`src/rtl/key_enc_pkg.sv`:
```
`default_nettype none
// ============================================================================
// Module  : key_enc_pkg
// Brief   : Shared FSM state type, default debounce depth and encode helpers
//           for the 4-to-2 key encoder.
// Revision: 1.0 - initial release
// ============================================================================
package key_enc_pkg;

    localparam int unsigned c_debounce_cycles_default = 4;

    typedef enum logic [1:0] {
        IDLE     = 2'd0,
        DEBOUNCE = 2'd1,
        PRESENT  = 2'd2,
        RELEASE  = 2'd3
    } key_state_e;

    // Highest-numbered active line wins.
    function automatic logic [1:0] prio_enc4(input logic [3:0] keys);
        logic [1:0] idx;
        if (keys[3])      idx = 2'd3;
        else if (keys[2]) idx = 2'd2;
        else if (keys[1]) idx = 2'd1;
        else              idx = 2'd0;
        return idx;
    endfunction

    function automatic logic [2:0] popcount4(input logic [3:0] keys);
        return {2'b00, keys[0]} + {2'b00, keys[1]} + {2'b00, keys[2]} + {2'b00, keys[3]};
    endfunction

endpackage
`default_nettype wire

```
`src/rtl/key_sync.sv`:
```
`default_nettype none
// ============================================================================
// Module  : key_sync
// Brief   : Parameterized-width two-flop synchronizer, async active-low reset.
// Revision: 1.0 - initial release
// ============================================================================
module key_sync #(
    parameter int unsigned WIDTH = 4
) (
    input  logic             clk,
    input  logic             rst_n,
    input  logic [WIDTH-1:0] i_async,
    output logic [WIDTH-1:0] o_sync
);

    logic [WIDTH-1:0] r_meta;
    logic [WIDTH-1:0] r_sync;

    always_ff @(posedge clk or negedge rst_n) begin
        if (!rst_n) begin
            r_meta <= '0;
            r_sync <= '0;
        end else begin
            r_meta <= i_async;
            r_sync <= r_meta;
        end
    end

    assign o_sync = r_sync;

endmodule
`default_nettype wire

```
`src/rtl/key_encoder_4to2.sv`:
```
`default_nettype none
// ============================================================================
// Module  : key_encoder_4to2
// Brief   : Debounced 4-line key priority encoder with valid/ready handout
//           and a wrapping count of accepted codes.
// Revision: 1.0 - initial release
// ============================================================================
module key_encoder_4to2
    import key_enc_pkg::*;
#(
    parameter int unsigned DEBOUNCE_CYCLES = c_debounce_cycles_default
) (
    input  logic       clk,
    input  logic       rst_n,
    input  logic [3:0] key_in,
    input  logic       code_ready,
    output logic       code_valid,
    output logic [1:0] code,
    output logic       multi,
    output logic [7:0] press_cnt
);

    localparam int unsigned          c_cnt_w    = $clog2(DEBOUNCE_CYCLES + 1);
    localparam logic [c_cnt_w-1:0]   c_cnt_last = c_cnt_w'(DEBOUNCE_CYCLES - 1);
    localparam logic [c_cnt_w-1:0]   c_cnt_one  = c_cnt_w'(1);

    logic [3:0]         w_sync;

    key_state_e         r_state,     w_state_nxt;
    logic [3:0]         r_snapshot,  w_snapshot_nxt;
    logic [c_cnt_w-1:0] r_cnt,       w_cnt_nxt;
    logic [1:0]         r_code,      w_code_nxt;
    logic               r_multi,     w_multi_nxt;
    logic [7:0]         r_press_cnt, w_press_cnt_nxt;

    key_sync #(
        .WIDTH (4)
    ) u_key_sync (
        .clk     (clk),
        .rst_n   (rst_n),
        .i_async (key_in),
        .o_sync  (w_sync)
    );

    always_ff @(posedge clk or negedge rst_n) begin
        if (!rst_n) begin
            r_state     <= IDLE;
            r_snapshot  <= 4'b0000;
            r_cnt       <= '0;
            r_code      <= 2'd0;
            r_multi     <= 1'b0;
            r_press_cnt <= 8'd0;
        end else begin
            r_state     <= w_state_nxt;
            r_snapshot  <= w_snapshot_nxt;
            r_cnt       <= w_cnt_nxt;
            r_code      <= w_code_nxt;
            r_multi     <= w_multi_nxt;
            r_press_cnt <= w_press_cnt_nxt;
        end
    end

    always_comb begin
        w_state_nxt     = r_state;
        w_snapshot_nxt  = r_snapshot;
        w_cnt_nxt       = r_cnt;
        w_code_nxt      = r_code;
        w_multi_nxt     = r_multi;
        w_press_cnt_nxt = r_press_cnt;

        case (r_state)
            IDLE: begin
                if (w_sync != 4'b0000) begin
                    w_snapshot_nxt = w_sync;
                    w_cnt_nxt      = '0;
                    w_state_nxt    = DEBOUNCE;
                end
            end
            DEBOUNCE: begin
                if (w_sync == 4'b0000) begin
                    w_cnt_nxt   = '0;
                    w_state_nxt = IDLE;
                end else if (w_sync != r_snapshot) begin
                    // Pattern changed while bouncing: restart on the new pattern.
                    w_snapshot_nxt = w_sync;
                    w_cnt_nxt      = '0;
                end else if (r_cnt == c_cnt_last) begin
                    w_code_nxt  = prio_enc4(r_snapshot);
                    w_multi_nxt = (popcount4(r_snapshot) > 3'd1);
                    w_state_nxt = PRESENT;
                end else begin
                    w_cnt_nxt = r_cnt + c_cnt_one;
                end
            end
            PRESENT: begin
                if (code_ready) begin
                    w_press_cnt_nxt = r_press_cnt + 8'd1;
                    w_cnt_nxt       = '0;
                    w_state_nxt     = RELEASE;
                end
            end
            RELEASE: begin
                // Any activity restarts the release window; all keys must be up.
                if (w_sync != 4'b0000) begin
                    w_cnt_nxt = '0;
                end else if (r_cnt == c_cnt_last) begin
                    w_cnt_nxt   = '0;
                    w_state_nxt = IDLE;
                end else begin
                    w_cnt_nxt = r_cnt + c_cnt_one;
                end
            end
            default: begin
                w_cnt_nxt   = '0;
                w_state_nxt = IDLE;
            end
        endcase
    end

    assign code_valid = (r_state == PRESENT);
    assign code       = r_code;
    assign multi      = r_multi;
    assign press_cnt  = r_press_cnt;

endmodule
`default_nettype wire

```
`config.mk`:
```
export PLATFORM = sky130hd
export DESIGN_NAME = key_encoder_4to2
export DESIGN_NICKNAME = d
export VERILOG_FILES = /design/src/rtl/key_enc_pkg.sv /design/src/rtl/key_sync.sv /design/src/rtl/key_encoder_4to2.sv
export SDC_FILE = /design/constraint.sdc
export NUM_CORES = 1
export LEC_CHECK = 0
export BUFFER_PORTS_ARGS = -buffer_cell sky130_fd_sc_hd__buf_2
export CAP_MARGIN = 40
export CELL_PAD_IN_SITES_DETAIL_PLACEMENT = 1
export CELL_PAD_IN_SITES_GLOBAL_PLACEMENT = 2
export CORE_UTILIZATION = 37
export DETAILED_ROUTE_END_ITERATION = 6
export PLACE_DENSITY_LB_ADDON = 0.1
export SLEW_MARGIN = 10
export SYNTH_ARGS = -nofsm -noshare
export SYNTH_HDL_FRONTEND = slang
export SYNTH_SLANG_ARGS = --single-unit
```
`constraint.sdc`:
```
create_clock -name clk -period 2 [get_ports clk]
set_input_delay 0.4 -clock clk [delete_from_list [all_inputs] [get_ports clk]]
set_output_delay 0.4 -clock clk [all_outputs]
set_load 0.005 [all_outputs]
```
==> results of run 1 <==
[per-stage QoR]
step,utilization,power [µW]
6_report,0.446,1020
5_1_grt,0.446,1070
4_1_cts,0.446,1040
3_5_place_dp,0.430,669
3_3_place_gp,0.430,665
2_1_floorplan,-,640
[registers in the layout (all words and copies together) (netlist names), named ones only]
register / cells
r_cnt: 3
press_cnt: 8
r_snapshot: 4
multi: 1
r_state: 1
u_key_sync.r_meta: 4
u_key_sync.o_sync: 4
code: 2
[kinds of logic (layout without fill, tap and decap cells)]
kind of cell,count (synthesis),after routing,share of synthesized area
and+or+nand+nor,23,23,0.129
buffers and inverters,11,33,0.0332
DFF,28,28,0.547
xor gates and xnor gates,11,11,0.0752
muxes,10,10,0.0928
AOI/OAI and AO/OA,12,12,0.0684
adders and majority gates,5,5,0.0547
[worst max path at each step]
stage                              start       end  slack, ps
floorplan           u_key_sync.o_sync[3]  r_cnt[0]        300
finish              u_key_sync.o_sync[1]     multi        260
global route        u_key_sync.o_sync[1]   code[0]        170
detailed placement  u_key_sync.o_sync[3]  r_cnt[0]        270
CTS                 u_key_sync.o_sync[3]  r_cnt[1]        240
global placement    u_key_sync.o_sync[0]   code[0]        310
[worst max-delay path, cell delays in order (launching register included)]
cell,delay [ps]
dfrtp_1,450
xor2_1,180
nor4_4,380
and3_4,260
nand2_4,70
mux2_4,300
[cell usage in the layout, fill, tap and decap left out, drive strengths merged]
cell,synthesis,final
a21boi,1,1
a21oi,3,3
a221oi,1,1
a41oi,1,1
and3,2,2
buf,0,20
bufinv,0,1
clkbuf,2,3
dfrtp,28,28
fa,1,1
ha,4,4
inv,9,9
mux2,9,9
mux2i,1,1
nand2,4,4
nand3,7,7
nand4,1,1
nand4b,1,1
nor2,5,5
nor2b,1,1
nor4,2,2
o211ai,1,1
o21a,3,3
o21ai,2,2
xnor2,5,5
xor2,6,6
[cell usage after synthesis, drive strengths merged, types with 2 or more instances]
cell type	number
and3	2
inv	9
o21a	3
mux2	9
clkbuf	2
nor2	5
o21ai	2
nor4	2
ha	4
xor2	6
nand2	4
dfrtp	28
xnor2	5
nand3	7
a21oi	3
[layout make-up]
| type | instances | area [µm²] | share of cell area |
|---|---|---|---|
| Inverter | 9 | 33.8 | 0.0227 |
| Sequential cell | 28 | 701 | 0.471 |
| Clock buffer | 3 | 22.5 | 0.0151 |
| Clock inverter | 1 | 30.0 | 0.0202 |
| Timing Repair Buffer | 20 | 105 | 0.0706 |
| Tap cell | 46 | 57.6 | 0.0387 |
| Multi-Input combinational cell | 61 | 538 | 0.362 |
[metal layers]
metal  vias up  share of wire
met2        12           0.48
met5         -              0
met4         0         0.0090
li1        382              -
met3         2          0.029
met1       402           0.48
[power by group through the flow]
stage          clock [µW]  sequential [µW]  combinational (µW)
6_report              369              597                57.7
5_1_grt               406              599                68.0
4_1_cts               385              597                60.4
3_5_place_dp            0              608                60.7
3_3_place_gp            0              607                58.5
2_1_floorplan           0              603                36.5
==> impl_results.md, run 1 <==
* Root Driver: clkbuf_4
* # Max-Cap Violations at 0
* Reg2reg setup slack at 260 ps
* H-Tree Depth at 1
* Relative slew slack at 0.593
* Remaining DRCs at 0
* Seq/Total Area, Yosys at 0.547
* Clock latency on the worst-skew pair at 320 ps
* # fillers at approximately 380
* Grt met1 use at 0.182
* R2R depth at 5
* GP Congestion at 0.709
* Met3 Use GR at 0.0192
* Ys async rst share at 1.00
* Reg2Reg Capture Point: multi
* EDFF count, synth at 0
* Routed length per instance at 12.5 µm
* Area growth, synth to finish at 16.1%
* Area fraction of the dominant cell type after synthesis at 0.547
* Cell Rows at 21
* Yosys cell types at 29
* P_sw at 216 µW
* TritonCTS clock tree: yes
* Die Height at 60.8 µm
* Clock power frac at 0.361
* Nets@finish at 135
* Gr ovfl total at 0
* TNS Setup at 0 ps
* Hold Slack at 60.6 ps
* Vias per cell at 4.75
* Ratio of cells with drive above 1 in the final layout at 0.320
* Port buffer count at 18
* Clock tree sinks at 28
* Routed WL at 2110 µm
* Placed instance count at 164
* Fin crit period at ~1700 ps
* Static Leakage at 0.000720 µW
* Ranking of synthesized cells by area: dfrtp_1 (55%), mux2_2 (6.2%), xor2_1 (4.1%), ha_1 (3.9%), xnor2_1 (3.4%)
* Iter 0 DRT Violations at 19
* Worst-path clk slew at 150 ps
* Pre-CTS setup slack at 270 ps
* Clock tree buffer depth at 2
* Final hold vios at 0
* Unrepaired setup endpoints after global routing: false
* Design Area, Final at 1490 µm²
* Syn Inst Count at 100
* Critical R2R Launch: u_key_sync.o_sync[1]
* Status: completed
* Worst EP arrival at 1960 ps
* Gate power share at 0.056
* Post-cts resize count at 0
* Post-synth top area cell: dfrtp_1
* Post-CTS Setup Bufs at 0
* Global-route wire length before repair at roughly 3700 µm
* Hold Crit Class: in2async
* Peak VDD IR at 394 µV
* Critical path endpoint category: register
* Area post-placement at 1440 µm²
* Synth Flop Type: dfrtp_1
* Largest net degree at the start of global routing at 29
* Mean Syn Cell Area at 12.8 µm²
* Worst Tran Pin Value at about 610 ps
* Slew Viols, Final at 0
* Die area at 3700 µm²
* CP max FO at 4
* Initial antenna violation count at 0
* GRT Util Overall at 0.135
* Met2 Usage GRT at 0.226
* Post-DP HPWL at 1610 µm
* CP required at 2230 ps
* Setup Skew at 2.10 ps
* Vias in the first global route at 826
* Switching share of power at 0.211
* Post-synthesis instance area at approximately 1300 µm²
* Finished Layout Cells at 168
* Fin crit share at 0.868
* Initial Utilization at 0.384
* Int Pwr at 807 µW
* Hold_buf cts at 0
* Seq cells post-synth at 28
* Final worst setup slack at between 200 and 300 ps
* Pwr Density at roughly 690 nW/µm²
* CP Launch Type: register
* Top Usage Layer GRT: met2
* Share of total power in sequential cells at 0.583
* Core area at 3340 µm²
* FMAX at 576 MHz
* Via count at 798
* Antenna viol nets, final at 0
* TritonCTS buffer count at 3
* Synth Warn # at 0
* # IOs at 19
* TritonRoute pass-1 iters at 3
* Setup Crit Path Kind: reg2reg
* Die width at just over 60 µm
* Syn_nets at 112
* Antenna cells at 0
* Final setup vio count at 0
Power figures use the tool's default switching activity.
==> inputs of run 2 (changes only) <==
--- a/config.mk
+++ b/config.mk
@@ -9,6 +9,7 @@
 export CAP_MARGIN = 40
 export CELL_PAD_IN_SITES_DETAIL_PLACEMENT = 1
 export CELL_PAD_IN_SITES_GLOBAL_PLACEMENT = 2
+export CORE_ASPECT_RATIO = 0.6
 export CORE_UTILIZATION = 37
 export DETAILED_ROUTE_END_ITERATION = 6
 export PLACE_DENSITY_LB_ADDON = 0.1
==> run 2 against run 1 <==
  * Worst hold slack gained 66 ps
  * Flip-flop and latch count is the same
  * Wire length increased by 11%
  * Non-clock buffer count shrank 1
  * Power rose by 7.5%
  * Cell count decreased by 1.2%
  * Design area up 0.67%
  * Critical path type unchanged
==> impl_results.md, run 2 (synthesis gave the netlist of run 1 again) <==
* Final worst setup slack at ~240 ps
* Global-route wire length before repair at roughly 4000 µm
* Via count at between 800 and 900
* TNS Setup at 0 ps
* Cell Rows at 16
* Die area at 3710 µm²
* Setup Crit Path Kind: reg2reg
* Hold_buf cts at 0
* Clock latency on the worst-skew pair at 280 ps
* Unrepaired setup endpoints after global routing: false
* Pwr Density at 735 nW/µm²
* Vias per cell at 4.84
* CP required at 2170 ps
* Worst EP arrival at 1930 ps
* Initial antenna violation count at 0
* Port buffer count at 18
* GRT Util Overall at 0.148
* Hold Crit Class: in2async
* Remaining DRCs at 0
* Setup Skew at 3.80 ps
* Fin crit share at 0.881
* Final setup vio count at 0
* Post-DP HPWL at between 1500 and 2000 µm
* CP Launch Type: register
* Nets@finish at roughly 130
* Die Height at between 40 and 50 µm
* Status: completed
* Final hold vios at 0
* Slew Viols, Final at 0
* Worst Tran Pin Value at 623 ps
* # IOs at 19
* Clock tree sinks at 28
* TritonCTS clock tree: yes
* Ratio of cells with drive above 1 in the final layout at 0.314
* Gr ovfl total at 0
* Clock tree buffer depth at 2
* # Max-Cap Violations at 0
* Worst-path clk slew at 90 ps
* GP Congestion at 0.771
* Fin crit period at 1760 ps
* H-Tree Depth at 1
* Die width at 78.0 µm
* Routed WL at 2340 µm
* Vias in the first global route at 837
* Largest net degree at the start of global routing at 29
* FMAX at 567 MHz
* Peak VDD IR at around 370 µV
* Antenna viol nets, final at 0
* CP max FO at 4
* Routed length per instance at 14.1 µm
* Relative slew slack at 0.584
* Critical path endpoint category: register
* Total Power at 1100 µW
* Area growth, synth to finish at 16.9%
* Worst path cell trace: xor2_1, nor4_4, and3_4, nand2_4, mux2_4
* Antenna cells at 0
* Root Driver: clkbuf_8
* Post-cts resize count at 0
* Iter 0 DRT Violations at 20
* Slowest stage delay, CP at approximately 440 ps
* Post-CTS Setup Bufs at 0
* TritonRoute pass-1 iters at 4
* Pre-CTS setup slack at 237 ps
* Max reg flops at 8
* Core area at 3280 µm²
* Worst path slowest cell: dfrtp_1
* Initial Utilization at 0.390
* Commonest non-fill, non-tap cell in the layout: dfrtp_1
* Static Leakage at 0.000722 µW
* TritonCTS buffer count at 3
* Commonest cells after routing, fill and taps aside: dfrtp_1 (28), buf_2 (18), inv_1 (9)
==> run 2: changes by cell type in the layout (fill, tap and decap cells not counted) <==
cell / before / now
buf_4: 2 / 1
clkbuf_4: 3 / 0
clkbuf_8: 0 / 3
==> run 2: final timing paths <==
path	start	to	slack (ps)	cells past startpoint
max in group asynchronous	rst_n	press_cnt[2]	1470	1
min in group clk	key_in[3]	u_key_sync.r_meta[3]	220	1
setup / recovery	u_key_sync.o_sync[1]	code[0]	240	5
setup reg to reg	u_key_sync.o_sync[1]	code[0]	240	5
hold / removal	rst_n	multi	130	1
hold reg to reg	u_key_sync.r_meta[1]	u_key_sync.o_sync[1]	360	0
==> run 2: stage by stage <==
step / hold slack [ps] / cells / utilization / instance area, µm²
after floorplan: 104 / 100 / - / 1280
after global placement: 332 / 162 / 0.434 / 1430
after detailed placement: 337 / 162 / 0.434 / 1430
after CTS: 151 / 166 / 0.456 / 1500
after global routing: 167 / 166 / 0.456 / 1500
final: 127 / 166 / 0.456 / 1500
==> run 2: where the power goes <==
group | internal (µW) | leakage (µW) | switching [µW]
sequential | 581 | 0.000358 | 16.4
clock | 268 | 0.0000357 | 176
combinational | 23.8 | 0.000328 | 35.0
total | 873 | 0.000722 | 228
==> run 2: layout make-up <==
cell class / count / area, µm²
Clock buffer: 3 / 41.3
Inverter: 9 / 33.8
Multi-Input combinational cell: 61 / 538
Clock inverter: 1 / 30.0
Sequential cell: 28 / 701
Fill cell: 367 / 1790
Timing Repair Buffer: 19 / 97.6
Tap cell: 45 / 56.3
==> run 2: metal layers <==
layer  share of wire  up-vias  GRT usage
li1                -      380          -
met5               0        -          0
met4          0.0068        0     0.0333
met3           0.038        2     0.0457
met1            0.51      407      0.195
met2            0.44       14      0.246
==> run 2: critical path: cells and delay by family (launching register included) <==
family	cells	cell delay (ps)
flops	1	440
mux	1	300
xor+xnor	1	190
simple gates	3	730
